### src/rtl/rvv_backend_alu_result_arb.sv
// rvv_backend_alu_result_arb: round-robin arbiter sharing the ROB ALU write port between ALU units
package rvv_backend_alu_result_arb_pkg;
   typedef struct packed {
      logic [3:0]  rob_entry;
      logic [31:0] w_data;
      logic        w_valid;
   } PU2ROB_t;
endpackage

module rvv_backend_alu_result_arb
   import rvv_backend_alu_result_arb_pkg::*;
#(
   parameter int NUM_ALU = 2
) (
   input  logic               clk,
   input  logic               rst_n,
   input  logic [NUM_ALU-1:0] alu_result_valid,
   input  PU2ROB_t            alu_result [NUM_ALU],
   output logic [NUM_ALU-1:0] alu_result_ready,
   output logic               rob_result_valid,
   output PU2ROB_t            rob_result,
   input  logic               rob_result_ready,
   input  logic               trap_flush_rvv
);
   localparam int PW = $clog2(NUM_ALU);

   logic          out_valid_q, out_valid_d;
   PU2ROB_t       out_data_q, out_data_d;
   logic [PW-1:0] rr_ptr_q, rr_ptr_d;
   logic [PW-1:0] winner;
   logic          found, load_ok, grant;

   // pick the first valid unit scanning from rr_ptr upward, wrapping modulo NUM_ALU
   always_comb begin
      winner = '0;
      found  = 1'b0;
      for (int k = 0; k < NUM_ALU; k++) begin
         for (int i = 0; i < NUM_ALU; i++) begin
            if (!found && alu_result_valid[i] && (i == (int'(rr_ptr_q) + k) % NUM_ALU)) begin
               winner = PW'(i);
               found  = 1'b1;
            end
         end
      end
   end

   // one-hot accept toward the winner; reset and flush suppress every grant
   always_comb begin
      load_ok = rst_n && !trap_flush_rvv && (!out_valid_q || rob_result_ready);
      for (int i = 0; i < NUM_ALU; i++)
         alu_result_ready[i] = load_ok && found && (winner == PW'(i)) && alu_result_valid[i];
      grant = |alu_result_ready;
   end

   // next state: flush beats grant, grant beats drain, otherwise hold
   always_comb begin
      out_valid_d = trap_flush_rvv ? 1'b0 :
                    grant ? 1'b1 :
                    (rob_result_ready && out_valid_q) ? 1'b0 : out_valid_q;
      out_data_d  = grant ? alu_result[winner] : out_data_q;
      rr_ptr_d    = trap_flush_rvv ? '0 :
                    grant ? ((winner == PW'(NUM_ALU - 1)) ? '0 : winner + PW'(1)) : rr_ptr_q;
   end

   // output stage and round-robin pointer registers
   always_ff @(posedge clk) begin
      if (!rst_n) begin
         out_valid_q <= 1'b0;
         out_data_q  <= '0;
         rr_ptr_q    <= '0;
      end else begin
         out_valid_q <= out_valid_d;
         out_data_q  <= out_data_d;
         rr_ptr_q    <= rr_ptr_d;
      end
   end

   assign rob_result_valid = out_valid_q;
   assign rob_result       = out_data_q;
endmodule
### config.mk
export PLATFORM = sky130hd
export DESIGN_NAME = rvv_backend_alu_result_arb
export DESIGN_NICKNAME = d
export VERILOG_FILES = /design/src/rtl/rvv_backend_alu_result_arb.sv
export SDC_FILE = /design/constraint.sdc
export NUM_CORES = 1
export LEC_CHECK = 0
export BUFFER_PORTS_ARGS = -buffer_cell sky130_fd_sc_hd__buf_4
export CORE_MARGIN = 2
export CORE_UTILIZATION = 44
export CTS_BUF_LIST = sky130_fd_sc_hd__clkbuf_8
export CTS_CLUSTER_SIZE = 30
export DETAILED_ROUTE_END_ITERATION = 16
export PLACE_DENSITY_LB_ADDON = 0.1
export SYNTH_ARGS = -nofsm -noshare
export SYNTH_HDL_FRONTEND = slang
export SYNTH_SLANG_ARGS = --single-unit
### constraint.sdc
create_clock -name clk -period 1.7 [get_ports clk]
set_clock_uncertainty 0.2 [all_clocks]
set_input_delay 0.51 -clock clk [delete_from_list [all_inputs] [get_ports clk]]
set_output_delay 0.51 -clock clk [all_outputs]
set_load 0.05 [all_outputs]
==> results of run 1 <==
==> timing repair <==
item,CTS,global route
resized for setup,3,1
pin swaps,1,0
endpoints found under the setup margin,2,2
hold endpoints to repair,0,0
setup buffers,1,1
==> Yosys cell counts, drive strengths merged <==
library cell  number
and2b              1
o32ai             37
or2                1
inv                1
o211ai             1
a22oi             37
nand2             38
nor2b              2
dfxtp             39
o21ai              1
nor2               4
nand2b             2
nor3               1
clkbuf             2
a21bo              1
buf               20
nand3              1
==> cells in the final DEF (no fill, tap or decap) <==
cell type / n
a21bo_4: 1
a22oi_1: 37
and2b_1: 1
buf_12: 7
buf_4: 129
buf_6: 2
buf_8: 1
clkbuf_8: 5
dfxtp_1: 39
inv_1: 1
inv_2: 1
nand2_1: 37
nand2_2: 1
nand2b_1: 2
nand3_2: 1
nor2_1: 2
nor2_2: 1
nor2_4: 1
nor2b_4: 2
nor3_4: 1
o211ai_1: 1
o21ai_1: 1
o32ai_1: 8
o32ai_2: 29
or2_1: 1
==> registers in the layout (all words and copies together) (netlist names) <==
register / cells
rob_result: 37
rob_result_valid: 1
rr_ptr_q: 1
==> area by class of cell <==
type / instances / area (sq um)
Clock inverter: 1 / 3.75
Clock buffer: 5 / 68.8
Sequential cell: 39 / 781
Timing Repair Buffer: 139 / 1150
Tap cell: 52 / 65.1
Fill cell: 341 / 1220
Multi-Input combinational cell: 127 / 1100
Inverter: 1 / 3.75
==> stage by stage <==
step | utilization | hold slack, ns | cell area [sq um] | total power (uW)
global route | 0.722 | 0.283 | 3170 | 2760
detailed placement | 0.699 | 0.251 | 3060 | 2110
finish | 0.722 | 0.259 | 3170 | 2640
global placement | 0.699 | 0.245 | 3060 | 2090
floorplan | - | 0.294 | 2050 | 1710
CTS | 0.720 | 0.262 | 3160 | 2660
==> where the power goes <==
group          switching [uW]  internal (uW)
Sequential               48.3           1010
Clock                     288            267
Combinational             606            422
==> layer usage <==
layer	track usage	up-vias	part of all wire
li1	-	987	-
met1	0.284	935	0.42
met2	0.357	70	0.49
met3	0.0549	8	0.071
met4	0.0608	0	0.012
met5	0	-	0
==> critical path, delay by kind of cell <==
family                 cells  cell delay (ns)
AND/OR/NAND/NOR            3             0.46
buffers and inverters      2             0.27
==> worst paths after layout <==
kind                                      from                  end  cells past startpoint
worst max-delay path            trap_flush_rvv  alu_result_ready[1]                      5
worst min register to register  rob_result[23]       rob_result[23]                      2
worst min-delay path            rob_result[23]       rob_result[23]                      2
worst max register to register        rr_ptr_q       rob_result[16]                      5
==> cell families (layout without fill, tap and decap cells) <==
group / after synthesis / after routing / share of synthesized area
compound gates: 77 / 77 / 0.419
simple gates: 50 / 50 / 0.111
flops: 39 / 39 / 0.386
buf+inv: 23 / 146 / 0.0847
==> out/summary.txt, run 1 <==
Placed Cells - 356
Post-Syn Nets - 269
P per Cell Area - 834 mW/mm^2
Largest net degree at the start of global routing - 38
Share of cells above drive strength 1 - 0.583
Die Span Y - 71.8 um
Pre-CTS setup slack - -0.267 ns
Max_cap viols - 0
Clk_lat worst skew - 0.28 ns
IO Pins - 120
Core Area - 0.00438 sq mm
Post-Syn Area - 0.00202 sq mm
Final Max Slew Viols - 0
GP Congestion - 0.740
Initial Util - 0.462
VDD IR-drop max - 553 uV
Starting DRC count in detailed routing - 113
Fin crit share - 1.14
Wirelength per Cell - 15.6 um
Synth top area share - 0.386
First-pass GRT wire length - 8970 um
Die Wd - 71.8 um
Final Non-Filler Cells - 364
Largest area contributor in the netlist - dfxtp_1
Ys Warns - 0
H-tree levels - 2
Grt total ovfl - 0
Top cells by area, synth - dfxtp_1, o32ai_2, a22oi_1
Reg clk slew, reported paths - 0.07 ns
Slew HR - 0.706
HP Class - flip-flop to flip-flop
Cells after Synth - 189
Post-Syn Area per Cell - 10.7 sq um
Total CTS buffers - 5
CP max FO - 3
Slew @ Worst Pin - 0.441 ns
Antenna violations before repair - 0
Bufs on Longest Clock Path - 2
Crit path time final - 1.95 ns
Seq/Total Area, Yosys - 0.386
Cell variety after synth - 23
Max Clk Rate - 514 MHz
DR pass1 iterations - 4
Vias - 2,000
DRC Markers - 0
WL final - 5690 um
Arrival time worst endpoint - 1.24 ns
Critical Path Max Stage Delay - 0.21 ns
WS Path Type - input pin to primary output
DR vias/cell - 5.49
GR Util All Layers - 0.217
DP HPWL - 4170 um
Setup crit start kind - input pin
Status - finished, violations left
Critical Path End Type - primary output
Worst-path cell chain - buf_6 -> and2b_1 -> nand2_2 -> nor3_4 -> buf_6
#FFs+latches synth - 39
Ant. Diodes - 0
Crit-path slowest cell - and2b_1
RSZ-0062 raised after global routing - true
Failing checks - negative setup slack
Static Leak - 0.00149 uW
Post-CTS Hold Buffers - 0
Final setup TNS - -0.431 ns
Clock sinks - 39
Rows - 24
Flop-to-flop setup slack - 0.20 ns
Fin nets - 393
Synthesis-to-finish area growth - 56.4%
Number of global-route vias before repair - 1,890
CP required - 0.99 ns
Clock Root Buffer - clkbuf_8
Routed Antenna Nets - 0
Die ar. - 0.00516 sq mm
IO Port Bufs - 119
Fin. Hold Viols - 0
Final setup margin - -0.245 ns
TritonCTS clock tree - done
# setup viols final - 2
Most frequent CP cell - buf_6
Power figures use the tool's default switching activity.
==> inputs of run 2 (changes only) <==
--- a/config.mk
+++ b/config.mk
@@ -8,10 +8,11 @@
 export BUFFER_PORTS_ARGS = -buffer_cell sky130_fd_sc_hd__buf_4
 export CORE_MARGIN = 2
 export CORE_UTILIZATION = 44
-export CTS_BUF_LIST = sky130_fd_sc_hd__clkbuf_8
+export CTS_BUF_LIST = sky130_fd_sc_hd__clkbuf_4 sky130_fd_sc_hd__clkbuf_8
 export CTS_CLUSTER_SIZE = 30
 export DETAILED_ROUTE_END_ITERATION = 16
 export PLACE_DENSITY_LB_ADDON = 0.1
 export SYNTH_ARGS = -nofsm -noshare
 export SYNTH_HDL_FRONTEND = slang
 export SYNTH_SLANG_ARGS = --single-unit
+export TNS_END_PERCENT = 100
==> out/summary.txt, run 2 (synthesis results as in run 1) <==
Reg clk slew, reported paths - 0.07 ns (about the same)
Power share of the clock group - 0.217 (was 0.210)
Routed Antenna Nets - 0 (unchanged)
Sw Share - 0.354 (was 0.357)
DP HPWL - 4170 um (unchanged)
Initial Util - 0.462 (unchanged)
Seq. cell area - 781 sq um (unchanged)
P_int - 1720 uW (was 1700 uW)
Commonest non-fill, non-tap cells in the layout - buf_4, dfxtp_1, nand2_1, a22oi_1, o32ai_2 (unchanged)
Flop pwr share - 0.397 (was 0.401)
Arrival time worst endpoint - 1.24 ns (about the same)
DRC Markers - 0 (unchanged)
Area of the multi-input gates - 0.00110 sq mm (unchanged)
Rows - 24 (unchanged)
HP Class - flip-flop to flip-flop (unchanged)
Antenna violations before repair - 0 (unchanged)
Die Span Y - 71.8 um (unchanged)
Max Clk Rate - 514 MHz (unchanged)
Setup crit start kind - input pin (unchanged)
Max FFs per register - 37 (unchanged)
Final setup margin - -0.245 ns (unchanged)
TritonCTS clock tree - done (unchanged)
RSZ-0062 raised after global routing - true (unchanged)
Failing checks - negative setup slack (unchanged)
Starting DRC count in detailed routing - 113 (unchanged)
# setup viols final - 2 (unchanged)
WL met2 - 2810 um (unchanged)
Clock sinks - 39 (unchanged)
M1 wire length - 2410 um (unchanged)
VDD IR-drop max - 553 uV (unchanged)
Max_cap viols - 0 (unchanged)
Pre-CTS setup slack - -0.267 ns (unchanged)
Placed cell area - 0.00306 sq mm (unchanged)
Core Area - 0.00438 sq mm (unchanged)
Clock Root Buffer - clkbuf_8 (unchanged)
Crit path time final - 1.95 ns (unchanged)
Die ar. - 0.00516 sq mm (unchanged)
Fin crit share - 1.14 (unchanged)
Ant. Diodes - 0 (unchanged)
Final Max Slew Viols - 0 (unchanged)
Top routing layer used - met4 (unchanged)
Final setup TNS - -0.431 ns (unchanged)
Slew HR - 0.706 (unchanged)
P per Cell Area - 840 mW/mm^2 (was 834 mW/mm^2)
GR Util All Layers - 0.217 (unchanged)
Number of global-route vias before repair - 1,890 (unchanged)
CP max FO - 3 (unchanged)
Wirelength per Cell - 15.6 um (unchanged)
GP Congestion - 0.740 (unchanged)
WS Path Type - input pin to primary output (unchanged)
Synthesis-to-finish area growth - 56.6% (was 56.4%)
Commonest non-fill, non-tap cell in the layout - buf_4 (unchanged)
Die Wd - 71.8 um (unchanged)
Combinational power share - 0.386 (was 0.389)
Final Util - 0.723 (was 0.722)
IO Pins - 120 (unchanged)
Grt total ovfl - 0 (unchanged)
Clk_lat worst skew - 0.28 ns (about the same)
Met3 Routed Length - 406 um (unchanged)
Bufs on Longest Clock Path - 2 (unchanged)
Status - finished, violations left (unchanged)
Filler Cell Count - 339 (was 341)
Share of cells above drive strength 1 - 0.587 (was 0.583)
First-pass GRT wire length - 8970 um (unchanged)
H-tree levels - 2 (unchanged)
Fin. Hold Viols - 0 (unchanged)
CP required - 0.99 ns (about the same)
Critical Path End Type - primary output (unchanged)
Slew @ Worst Pin - 0.441 ns (unchanged)
NetSw - 942 uW (was 943 uW)
Post-route cell area - 0.00317 sq mm (about the same)
WL final - 5690 um (unchanged)
DR vias/cell - 5.49 (unchanged)
Vias - 2,000 (unchanged)
WHS - 0.259 ns (about the same)
Fin nets - 393 (unchanged)
Static Leak - 0.00149 uW (about the same)
IO Port Bufs - 119 (unchanged)
Largest net degree at the start of global routing - 38 (unchanged)
Total CTS buffers - 5 (unchanged)
DR pass1 iterations - 4 (unchanged)
## run 2: changes by cell type in the layout (fill, tap and decap cells not counted)
cell      previous run  this run
inv_1                1         0
clkbuf_4             0         1
## run 2: layout make-up
class / instances / share of cell area
inverters: 1 / 0.00118
repair buffers: 139 / 0.361
clock buffers: 6 / 0.0241
well taps: 52 / 0.0205
flip-flops and latches: 39 / 0.246
multi-input cells: 127 / 0.346
## run 2: what timing repair did
action / 4_1_cts / 5_1_grt
hold endpoints to repair: 0 / 0
endpoints found under the setup margin: 2 / 2
buffers inserted: 1 / 1
resized for setup: 3 / 1
hold buffers: 0 / 0
pin swaps: 1 / 0
## run 2: metrics by stage
stage	cells	power [uW]
floorplan	189	1710
global placement	356	2090
detailed placement	356	2110
CTS	363	2680
global route	364	2790
finish	364	2660
## run 2: final timing paths
kind / start / to / slack (ns) / depth (start not counted)
setup / recovery: trap_flush_rvv / alu_result_ready[1] / -0.25 / 5
hold / removal: rob_result[23] / rob_result[23] / 0.26 / 2
setup reg to reg: rr_ptr_q / rob_result[16] / 0.20 / 5
hold reg to reg: rob_result[23] / rob_result[23] / 0.26 / 2
## run 2: worst max-delay path, stage by stage
cell and delay, ns:
buf_6 0.09, and2b_1 0.21, nand2_2 0.11, nor3_4 0.14, buf_6 0.18
## run 2: per-layer routing
| layer | up-vias | global-route usage |
|---|---|---|
| li1 | 987 | - |
| met1 | 935 | 0.284 |
| met2 | 70 | 0.357 |
| met3 | 8 | 0.0549 |
| met4 | 0 | 0.0608 |
| met5 | - | 0 |
## run 2: power by group through the flow
stage	Combinational, uW	Sequential (uW)	Clock (uW)
2_1_floorplan	311	1400	0
4_1_cts	1030	1060	592
3_3_place_gp	1010	1080	0
6_report	1030	1060	577
3_5_place_dp	1030	1080	0
5_1_grt	1080	1070	635
==> inputs of run 3 (changes only) <==
--- a/config.mk
+++ b/config.mk
@@ -12,6 +12,7 @@
 export CTS_CLUSTER_SIZE = 30
 export DETAILED_ROUTE_END_ITERATION = 16
 export PLACE_DENSITY_LB_ADDON = 0.1
+export SETUP_SLACK_MARGIN = 0.15
 export SYNTH_ARGS = -nofsm -noshare
 export SYNTH_HDL_FRONTEND = slang
 export SYNTH_SLANG_ARGS = --single-unit
==> out/summary.txt, run 3 (synthesis results as in run 1) <==
Final setup TNS - -0.416 ns (was -0.431 ns)
H-tree levels - 2 (unchanged)
CP required - 0.99 ns (about the same)
Share of cells above drive strength 1 - 0.651 (was 0.587)
Max FFs per register - 37 (unchanged)
Commonest non-fill, non-tap cells in the layout - buf_4, buf_6, nand2_1, a22oi_1, o32ai_2 (was buf_4, dfxtp_1, nand2_1, a22oi_1, o32ai_2)
CP max FO - 3 (unchanged)
Slew @ Worst Pin - 0.284 ns (was 0.441 ns)
Crit path time final - 1.93 ns (was 1.95 ns)
TritonCTS clock tree - done (unchanged)
Worst-case reg-to-reg path depth - 5 (unchanged)
Number of global-route vias before repair - 2,039 (was 1,890)
Final setup margin - -0.231 ns (was -0.245 ns)
Synthesis-to-finish area growth - 66.8% (was 56.6%)
DR pass1 iterations - 4 (unchanged)
WHS - 0.260 ns (was 0.259 ns)
Bufs on Longest Clock Path - 2 (unchanged)
R2r endpoint - rob_result[2] (was rob_result[16])
Fin nets - 391 (was 393)
Max_cap viols - 0 (unchanged)
Static Leak - 0.00155 uW (was 0.00149 uW)
Core Area - 0.00438 sq mm (unchanged)
Setup crit start kind - input pin (unchanged)
Reg clk slew, reported paths - 0.07 ns (about the same)
Status - finished, violations left (unchanged)
RSZ-0062 raised after global routing - true (unchanged)
DR vias/cell - 5.66 (was 5.49)
R2R Path Start - rr_ptr_q (unchanged)
Initial Util - 0.462 (unchanged)
Post-CTS Hold Buffers - 0 (unchanged)
IO Port Bufs - 119 (unchanged)
GR Util All Layers - 0.235 (was 0.217)
Slew HR - 0.810 (was 0.706)
Grt total ovfl - 0 (unchanged)
IO Pins - 120 (unchanged)
Clock Root Buffer - clkbuf_8 (unchanged)
Max Clk Rate - 518 MHz (was 514 MHz)
Largest net degree at the start of global routing - 39 (was 38)
Final Max Slew Viols - 0 (unchanged)
Hold-critical path depth - 2 (unchanged)
Worst hold path endpoint - rob_result[10] (was rob_result[23])
Fin. Hold Viols - 0 (unchanged)
Rows - 24 (unchanged)
Filler Cell Count - 315 (was 339)
Pwr Total - 2970 uW (was 2660 uW)
Fin crit share - 1.14 (about the same)
Starting DRC count in detailed routing - 126 (was 113)
HP Class - flip-flop to flip-flop (unchanged)
Routed Antenna Nets - 0 (unchanged)
Flop-to-flop setup slack - 0.19 ns (was 0.20 ns)
WS Path Type - input pin to primary output (unchanged)
First-pass GRT wire length - 9580 um (was 8970 um)
Vias - 2,061 (was 2,000)
P per Cell Area - 880 mW/mm^2 (was 840 mW/mm^2)
DRC Markers - 0 (unchanged)
Clk_lat worst skew - 0.28 ns (about the same)
Worst setup path startpoint - trap_flush_rvv (unchanged)
WL final - 6180 um (was 5690 um)
Arrival time worst endpoint - 1.22 ns (was 1.24 ns)
DP HPWL - 4130 um (was 4170 um)
Die Wd - 71.8 um (unchanged)
VDD IR-drop max - 529 uV (was 553 uV)
Wirelength per Cell - 17.0 um (was 15.6 um)
Die Span Y - 71.8 um (unchanged)
GP Congestion - 0.738 (was 0.740)
Die ar. - 0.00516 sq mm (unchanged)
Hold Startpoint - rob_result[10] (was rob_result[23])
Ant. Diodes - 0 (unchanged)
Antenna violations before repair - 0 (unchanged)
Commonest non-fill, non-tap cell in the layout - buf_4 (unchanged)
Critical Path End Type - primary output (unchanged)
Failing checks - negative setup slack (unchanged)
Total CTS buffers - 5 (unchanged)
# setup viols final - 2 (unchanged)
Clock sinks - 39 (unchanged)
==> run 3: cell count changes in the layout (fill, tap and decap cells not counted), sizes merged <==
cell | before | now
clkinv | 0 | 1
clkbuf | 6 | 7
bufinv | 0 | 1
buf | 139 | 136
==> run 3: cell type report <==
class / instances / area (sq um) / share of cell area
clock inverter: 2 / 35.0 / 0.0104
timing repair buffer: 137 / 1290 / 0.381
sequential: 39 / 806 / 0.239
inverter: 1 / 3.75 / 0.00111
tap: 52 / 65.1 / 0.0193
multi-input combinational: 127 / 1100 / 0.325
clock buffer: 6 / 82.6 / 0.0245
==> run 3: per-stage QoR <==
stage	util	instance area, sq um	setup slack (ns)	instances
floorplan	-	2050	-0.274	189
global placement	0.688	3020	-0.252	353
detailed placement	0.688	3020	-0.270	353
CTS	0.731	3210	-0.225	363
global route	0.770	3380	-0.267	364
finish	0.770	3380	-0.231	364
==> run 3: worst max path at each step <==
stage                                to  depth (start not counted)  slack, ns
global route        alu_result_ready[1]                          5      -0.27
detailed placement  alu_result_ready[1]                          5      -0.27
finish              alu_result_ready[1]                          5      -0.23
global placement    alu_result_ready[1]                          5      -0.25
floorplan           alu_result_ready[1]                          3      -0.27
CTS                 alu_result_ready[1]                          5      -0.23
==> run 3: layer usage <==
metal  global-route usage  up-vias  wire length (um)
met4               0.0608        0                55
met2                0.397       92              3140
met1                0.296      979              2440
met3               0.0675        6               548
met5                    0        -                 0
li1                     -      984                 -
==> run 3: critical path, stage by stage <==
cell and delay, ns:
buf_6 0.09, and2b_1 0.21, nand2_2 0.10, nor3_4 0.13
buf_6 0.18
==> run 3: power breakdown <==
part	leakage, uW	internal (uW)	total, uW	switching, uW
combinational	0.00116	478	1090	615
sequential	0.000330	1020	1080	65.1
clock	0.0000612	475	794	319
total	0.00155	1970	2970	999
==> run 3: timing repair <==
action | 4_1_cts | 5_1_grt
gates cloned | 0 | 1
setup buffers | 2 | 0
setup endpoints to repair | 48 | 73
gates resized for setup | 15 | 51
pin swaps | 1 | 0
